==> config.mk <==
export PLATFORM = sky130hd
export DESIGN_NAME = line_assembler
export DESIGN_NICKNAME = d
export VERILOG_FILES = /design/src/rtl/line_assembler_pkg.sv /design/src/rtl/line_assembler_store.sv /design/src/rtl/line_assembler.sv
export SDC_FILE = /design/constraint.sdc
export NUM_CORES = 1
export LEC_CHECK = 0
export BUFFER_PORTS_ARGS = -buffer_cell sky130_fd_sc_hd__buf_2
export CORE_ASPECT_RATIO = 1.1
export CORE_MARGIN = 4
export CORE_UTILIZATION = 35
export DETAILED_ROUTE_END_ITERATION = 8
export MAX_ROUTING_LAYER = met4
export PLACE_DENSITY = 0.63
export SLEW_MARGIN = 20
export SYNTH_ARGS = -nofsm -noshare
export SYNTH_HDL_FRONTEND = slang
export SYNTH_HIERARCHICAL = 1
export SYNTH_SLANG_ARGS = --single-unit
==> constraint.sdc <==
create_clock -name clk -period 3.09 [get_ports clk]
set_input_delay 0.7725 -clock clk [delete_from_list [all_inputs] [get_ports clk]]
set_output_delay 0.7725 -clock clk [all_outputs]
set_load 0.02 [all_outputs]
==> src/rtl/line_assembler_pkg.sv <==
// rtl/line_assembler_pkg.sv - shared constants and helpers for the line assembler
package line_assembler_pkg;

  // Level of rst that holds the block in reset
  localparam logic RstEnable = 1'b0;

  // Default filler value for slots that carry no real element
  localparam int NONDATA = 0;

  // Index width for a bank of n entries, never narrower than one bit
  function automatic int idx_width(input int n);
    return (n <= 1) ? 1 : $clog2(n);
  endfunction

endpackage

==> src/rtl/line_assembler_store.sv <==
// rtl/line_assembler_store.sv - LINE_LEN x DATA_W register bank with indexed write and clear
module line_store
  import line_assembler_pkg::*;
#(
  parameter int DATA_W   = 8,
  parameter int LINE_LEN = 4,
  parameter int IDX_W    = idx_width(LINE_LEN),
  parameter logic [DATA_W-1:0] PAD = DATA_W'(NONDATA)
) (
  input  logic                         clk,
  input  logic                         rst,
  input  logic                         we,
  input  logic [IDX_W-1:0]             widx,
  input  logic [DATA_W-1:0]            wdata,
  input  logic                         clr,
  output logic [LINE_LEN*DATA_W-1:0]   line
);

  logic [DATA_W-1:0] mem [LINE_LEN];

  // Clear wins over a write: a closing line has already taken its last element
  always_ff @(posedge clk) begin
    if (rst == RstEnable || clr) begin
      for (int i = 0; i < LINE_LEN; i++) mem[i] <= PAD;
    end else if (we) begin
      mem[widx] <= wdata;
    end
  end

  // Whole-line parallel read, element 0 in the LSBs
  always_comb begin
    for (int i = 0; i < LINE_LEN; i++) line[i*DATA_W +: DATA_W] = mem[i];
  end

endmodule

==> src/rtl/line_assembler.sv <==
// rtl/line_assembler.sv - packs an element stream into lines with ping-pong buffering and flush
module line_assembler
  import line_assembler_pkg::*;
#(
  parameter int DATA_W   = 8,
  parameter int LINE_LEN = 4,
  parameter logic [DATA_W-1:0] PAD = DATA_W'(NONDATA)
) (
  input  logic                            clk,
  input  logic                            rst,
  input  logic [DATA_W-1:0]               in_data,
  input  logic                            in_valid,
  output logic                            in_ready,
  input  logic                            flush,
  output logic [LINE_LEN*DATA_W-1:0]      line_data,
  output logic [$clog2(LINE_LEN+1)-1:0]   line_count,
  output logic                            line_valid,
  input  logic                            line_ready
);

  localparam int IDX_W = idx_width(LINE_LEN);
  localparam int CNT_W = $clog2(LINE_LEN+1);

  typedef enum logic {FILL = 1'b0, WAIT = 1'b1} state_t;

  state_t                    state;
  logic [IDX_W-1:0]          wr_idx;
  logic [CNT_W-1:0]          hold_count;
  logic [LINE_LEN*DATA_W-1:0] fill_line;
  logic [LINE_LEN*DATA_W-1:0] closed_line;
  logic [CNT_W-1:0]          closed_count;
  logic                      accept, close, slot_free, drain_wait, store_we, store_clr;

  assign in_ready     = (state == FILL) && (rst != RstEnable);
  assign accept       = in_valid && in_ready;
  assign close        = (state == FILL) &&
                        ((accept && wr_idx == IDX_W'(LINE_LEN-1)) ||
                         (flush && (wr_idx != '0 || accept)));
  assign closed_count = CNT_W'(wr_idx) + CNT_W'(accept);
  assign slot_free    = !line_valid || line_ready;
  assign drain_wait   = (state == WAIT) && line_ready;
  assign store_clr    = (close && slot_free) || drain_wait;
  assign store_we     = accept;

  line_store #(
    .DATA_W   (DATA_W),
    .LINE_LEN (LINE_LEN),
    .IDX_W    (IDX_W),
    .PAD      (PAD)
  ) u_fill (
    .clk   (clk),
    .rst   (rst),
    .we    (store_we),
    .widx  (wr_idx),
    .wdata (in_data),
    .clr   (store_clr),
    .line  (fill_line)
  );

  // Line as it would close this cycle, including a same-cycle accepted element
  always_comb begin
    closed_line = fill_line;
    if (accept) closed_line[int'(wr_idx)*DATA_W +: DATA_W] = in_data;
  end

  // Write index and FILL/WAIT control
  always_ff @(posedge clk) begin
    if (rst == RstEnable) begin
      state      <= FILL;
      wr_idx     <= '0;
      hold_count <= '0;
    end else begin
      case (state)
        FILL: begin
          if (close) begin
            wr_idx <= '0;
            if (!slot_free) begin
              state      <= WAIT;
              hold_count <= closed_count;
            end
          end else if (accept) begin
            wr_idx <= wr_idx + 1'b1;
          end
        end
        WAIT: begin
          if (line_ready) state <= FILL;
        end
        default: state <= FILL;
      endcase
    end
  end

  // Output register: load a closing or frozen line, otherwise retire on handshake
  always_ff @(posedge clk) begin
    if (rst == RstEnable) begin
      line_valid <= 1'b0;
      line_data  <= {LINE_LEN{PAD}};
      line_count <= '0;
    end else if (close && slot_free) begin
      line_valid <= 1'b1;
      line_data  <= closed_line;
      line_count <= closed_count;
    end else if (drain_wait) begin
      line_valid <= 1'b1;
      line_data  <= fill_line;
      line_count <= hold_count;
    end else if (line_valid && line_ready) begin
      line_valid <= 1'b0;
    end
  end

endmodule

==> impl_summary.log <==
[metrics] run status: finished, final reports clean
[metrics] total of buffers placed on input and output ports: 49
[metrics] main combinational cell family by area after synthesis: simple AND/OR/NAND/NOR gates
[metrics] nature of the critical path startpoint: register
[metrics] Hold Slack: 0.462 ns
[metrics] routability cong.: 0.855
[metrics] number of library cell types mapped by synthesis: 58
[metrics] Worst VDD drop: 185 uV
[metrics] relative slew slack: 50.0%
[metrics] number of H-tree levels: 3
[metrics] vias post-DR: 2952
[metrics] floorplan die area: 0.0123 mm^2
[metrics] number of I/O pins: 50
[metrics] maximum clock frequency: 0.376 GHz
[metrics] vias in the first global route: 2842
[metrics] Avg Synthesized Cell Area: 10.2 um^2
[metrics] startpoint of the lowest-slack register-to-register path: wr_idx[0]
[metrics] clock share of power: 38.2%
[metrics] critical path's slowest cell: sky130_fd_sc_hd__or3b_1
[metrics] internal portion of total power: 1780 uW
[metrics] Fin Setup TNS: 0 ns
[metrics] post-synth net total: 383
[metrics] number of instances in the synthesized netlist: 363
[metrics] CP Data Required Time: 3.26 ns
[metrics] first-pass GRT wire length: 15000 um
[metrics] FF-to-FF path depth: 7
[metrics] cell types with the highest counts after synthesis: sky130_fd_sc_hd__dfxtp_1, sky130_fd_sc_hd__edfxtp_1, sky130_fd_sc_hd__nor2_1
[metrics] critical setup path kind: reg -> reg
[metrics] die height: 116 um
[metrics] worst-case register-to-register setup slack: 0.43 ns
[metrics] synthesis-to-layout area growth: 16.4%
[metrics] final worst clock skew: 0.00721 ns
[metrics] crit path from: wr_idx[0]
[metrics] layout cell share with drive strength beyond 1: 25.2%
[metrics] worst-path maximum fanout: 11
[metrics] combinational cell fraction of total power: 15.5%
[metrics] number of filler cells placed in the layout: 1001
[metrics] hold-fix buffers at CTS: 0
[metrics] setup violation total in the final timing report: 0
[metrics] net switching power: 667 uW
[metrics] largest area contributor in the netlist: sky130_fd_sc_hd__edfxtp_1
[metrics] netlist area before placement: 0.00372 mm^2
[metrics] number of CTS-inserted buffers: 9
[metrics] number of warning messages in the yosys log: 6
[metrics] global-route usage over all layers: 16.0%
[metrics] Critical Path Max Stage Delay: 0.61 ns
[metrics] actual slew at the worst max-slew pin: 0.739 ns
[metrics] later-pin clock latency in the skew report: 0.33 ns
[metrics] Setup Buffers After CTS: 0
[metrics] deepest clock path buffer count: 2
[metrics] ant diodes: 0
[metrics] storage element area: 0.00180 mm^2
[metrics] total congestion overflow: 0
[metrics] leading register cell type out of synthesis: sky130_fd_sc_hd__dfxtp_1
[metrics] top cells by area, synth: sky130_fd_sc_hd__edfxtp_1, sky130_fd_sc_hd__dfxtp_1, sky130_fd_sc_hd__a311oi_1, sky130_fd_sc_hd__a21oi_1, sky130_fd_sc_hd__nand3_1
[metrics] xor and xnor fraction of the mapped netlist area: 0%
[metrics] Final HPWL DP: 6570 um
[metrics] number of nets with antenna violations after detailed routing: 0
[metrics] part of the power in registers: 46.3%
[metrics] crit path time final: 2.66 ns
[metrics] register bit total from synthesis: 74
[metrics] Total Routed Length: 9390 um
[metrics] combined area of the multi-input logic cells: 0.00166 mm^2
[metrics] number of flops mapped to enable cells by yosys: 32
[metrics] number of hold violations in the final report: 0
[metrics] switching portion of total power: 27.3%
[metrics] crit path capture type: register
[metrics] number of cells in the finished layout apart from fillers: 560
[metrics] maximum number of pins on one net before global-route repair: 29
[metrics] horizontal extent of the die: 106 um
[metrics] via-per-instance ratio: 5.27
[metrics] adder and majority cell fraction of the synthesized area: 2.36%
[metrics] endpoint of the worst setup timing path: u_fill/mem[0][0]
[metrics] row cnt: 39
[metrics] Sinks on Clock Net: 74
[metrics] clock transition at the registers of the reported paths: 0.06 ns
[metrics] post-synthesis mux area share: 2.15%
[metrics] TritonCTS clock tree: done
[metrics] post-synthesis compound-gate area fraction: 16.7%
[metrics] Final Max Slew Viols: 0
[metrics] core utilization of the finished layout: 41.6%
[metrics] Resize count post-CTS: 0
[metrics] root buffer cell: sky130_fd_sc_hd__clkbuf_16
[metrics] power per cell area: 565 mW/mm^2
[metrics] number of cells after detailed placement: 544
[metrics] MaxCap Viol Count: 0
[metrics] class of the most critical hold timing path: reg -> reg
[metrics] starting utilization of the core area: 35.8%
[metrics] async set or reset register ratio after synthesis: 0%
[metrics] fraction of synthesized cell area taken by the top area cell type: 25.8%
[metrics] drt first pass iters: 4
[metrics] Residual DRC: 0
[metrics] worst flop-to-flop path endpoint: u_fill/mem[0][0]
[metrics] part of the Yosys area used for sequential elements: 48.5%
[metrics] fraction of the mapped netlist area in simple logic gates: 23.3%
[metrics] leakage: 0.00168 uW
[metrics] core region area: 0.0104 mm^2
[metrics] most numerous cell in the Yosys netlist: sky130_fd_sc_hd__dfxtp_1
[metrics] worst-path cell chain: inv_1 > ha_1 > a21bo_2 > a21oi_2 > nor2_2 > or3b_1 > nor2_1
[metrics] Worst EP arrival: 2.83 ns
[metrics] initial antenna violation count: 0
[metrics] unrepaired setup endpoints after global routing: false
[metrics] Wirelength per Cell: 16.8 um
[metrics] net total in the final layout: 432
[metrics] number of DRC violations after detailed-routing iteration 0: 265
[metrics] final total power: 2440 uW
[metrics] post-route fraction of the period consumed by the critical path: 86.0%
==> worst max-delay path, delay by kind of cell, from the launching register on <==
kind,cells,cell delay (ns)
fa+ha+maj,1,0.34
buf+inv,1,0.16
compound gates,2,0.71
flops,1,0.31
simple gates,3,0.98
==> power groups by stage <==
stage | combinational [uW] | clock [uW] | sequential [uW]
final | 379 | 933 | 1130
after global routing | 415 | 1000 | 1140
after CTS | 381 | 951 | 1130
after detailed placement | 379 | 0 | 1150
after global placement | 374 | 0 | 1150
after floorplan | 206 | 0 | 1200
==> worst min path at each step <==
stage,cells past startpoint,start,endpoint
4_1_cts,2,hold_count[0],hold_count[0]
6_report,2,hold_count[0],hold_count[0]
5_1_grt,2,hold_count[0],hold_count[0]
3_3_place_gp,2,hold_count[0],hold_count[0]
3_5_place_dp,2,hold_count[0],hold_count[0]
2_1_floorplan,2,hold_count[0],hold_count[0]
==> layout make-up <==
| type | count | area share (%) |
|---|---|---|
| Sequential cell | 74 | 41.7 |
| Multi-Input combinational cell | 249 | 38.3 |
| Inverter | 11 | 0.955 |
| Tap cell | 143 | 4.14 |
| Clock buffer | 12 | 5.47 |
| Clock inverter | 4 | 0.665 |
| Timing Repair Buffer | 67 | 8.79 |
==> per-stage QoR <==
step | worst slack (ns) | instance area (um^2)
floorplan | 0.361 | 3720
global route | 0.229 | 4330
CTS | 0.428 | 4330
global placement | 0.309 | 4060
detailed placement | 0.244 | 4060
finish | 0.431 | 4330
==> routing by layer <==
layer  vias to the layer above  track usage [%]  wire length [um]  share of wire (%)
li1                       1452                -                 -                  -
met1                      1411             20.3              4270                 45
met2                        79             25.5              4540                 48
met3                        10             3.51               446                4.7
met4                         0             5.53               133                1.4
met5                         -                -                 0                  0
==> layout by cell type (no fill, tap or decap), types with 15 or more instances in the layout <==
| cell | count |
|---|---|
| sky130_fd_sc_hd__buf_4 | 18 |
| sky130_fd_sc_hd__nor2_1 | 28 |
| sky130_fd_sc_hd__dfxtp_1 | 42 |
| sky130_fd_sc_hd__a21oi_1 | 26 |
| sky130_fd_sc_hd__nand2_1 | 19 |
| sky130_fd_sc_hd__nand3_1 | 24 |
| sky130_fd_sc_hd__nand2b_1 | 17 |
| sky130_fd_sc_hd__edfxtp_1 | 32 |
| sky130_fd_sc_hd__a311oi_1 | 15 |
| sky130_fd_sc_hd__and3_1 | 15 |
| sky130_fd_sc_hd__buf_2 | 49 |
==> sequential cells by signal (all words and copies together), names as in the netlist <==
signal      count
line_data      32
line_count      3
wr_idx          2
line_valid      1
u_fill/mem     32
hold_count      3
state           1
==> cell families (layout without fill, tap and decap cells) <==
group / count (synthesis) / in the layout
flops: 74 / 74
mux: 8 / 8
fa+ha+maj: 7 / 7
compound gates: 88 / 88
buf+inv: 40 / 94
simple gates: 146 / 146
Power figures use the tool's default switching activity.
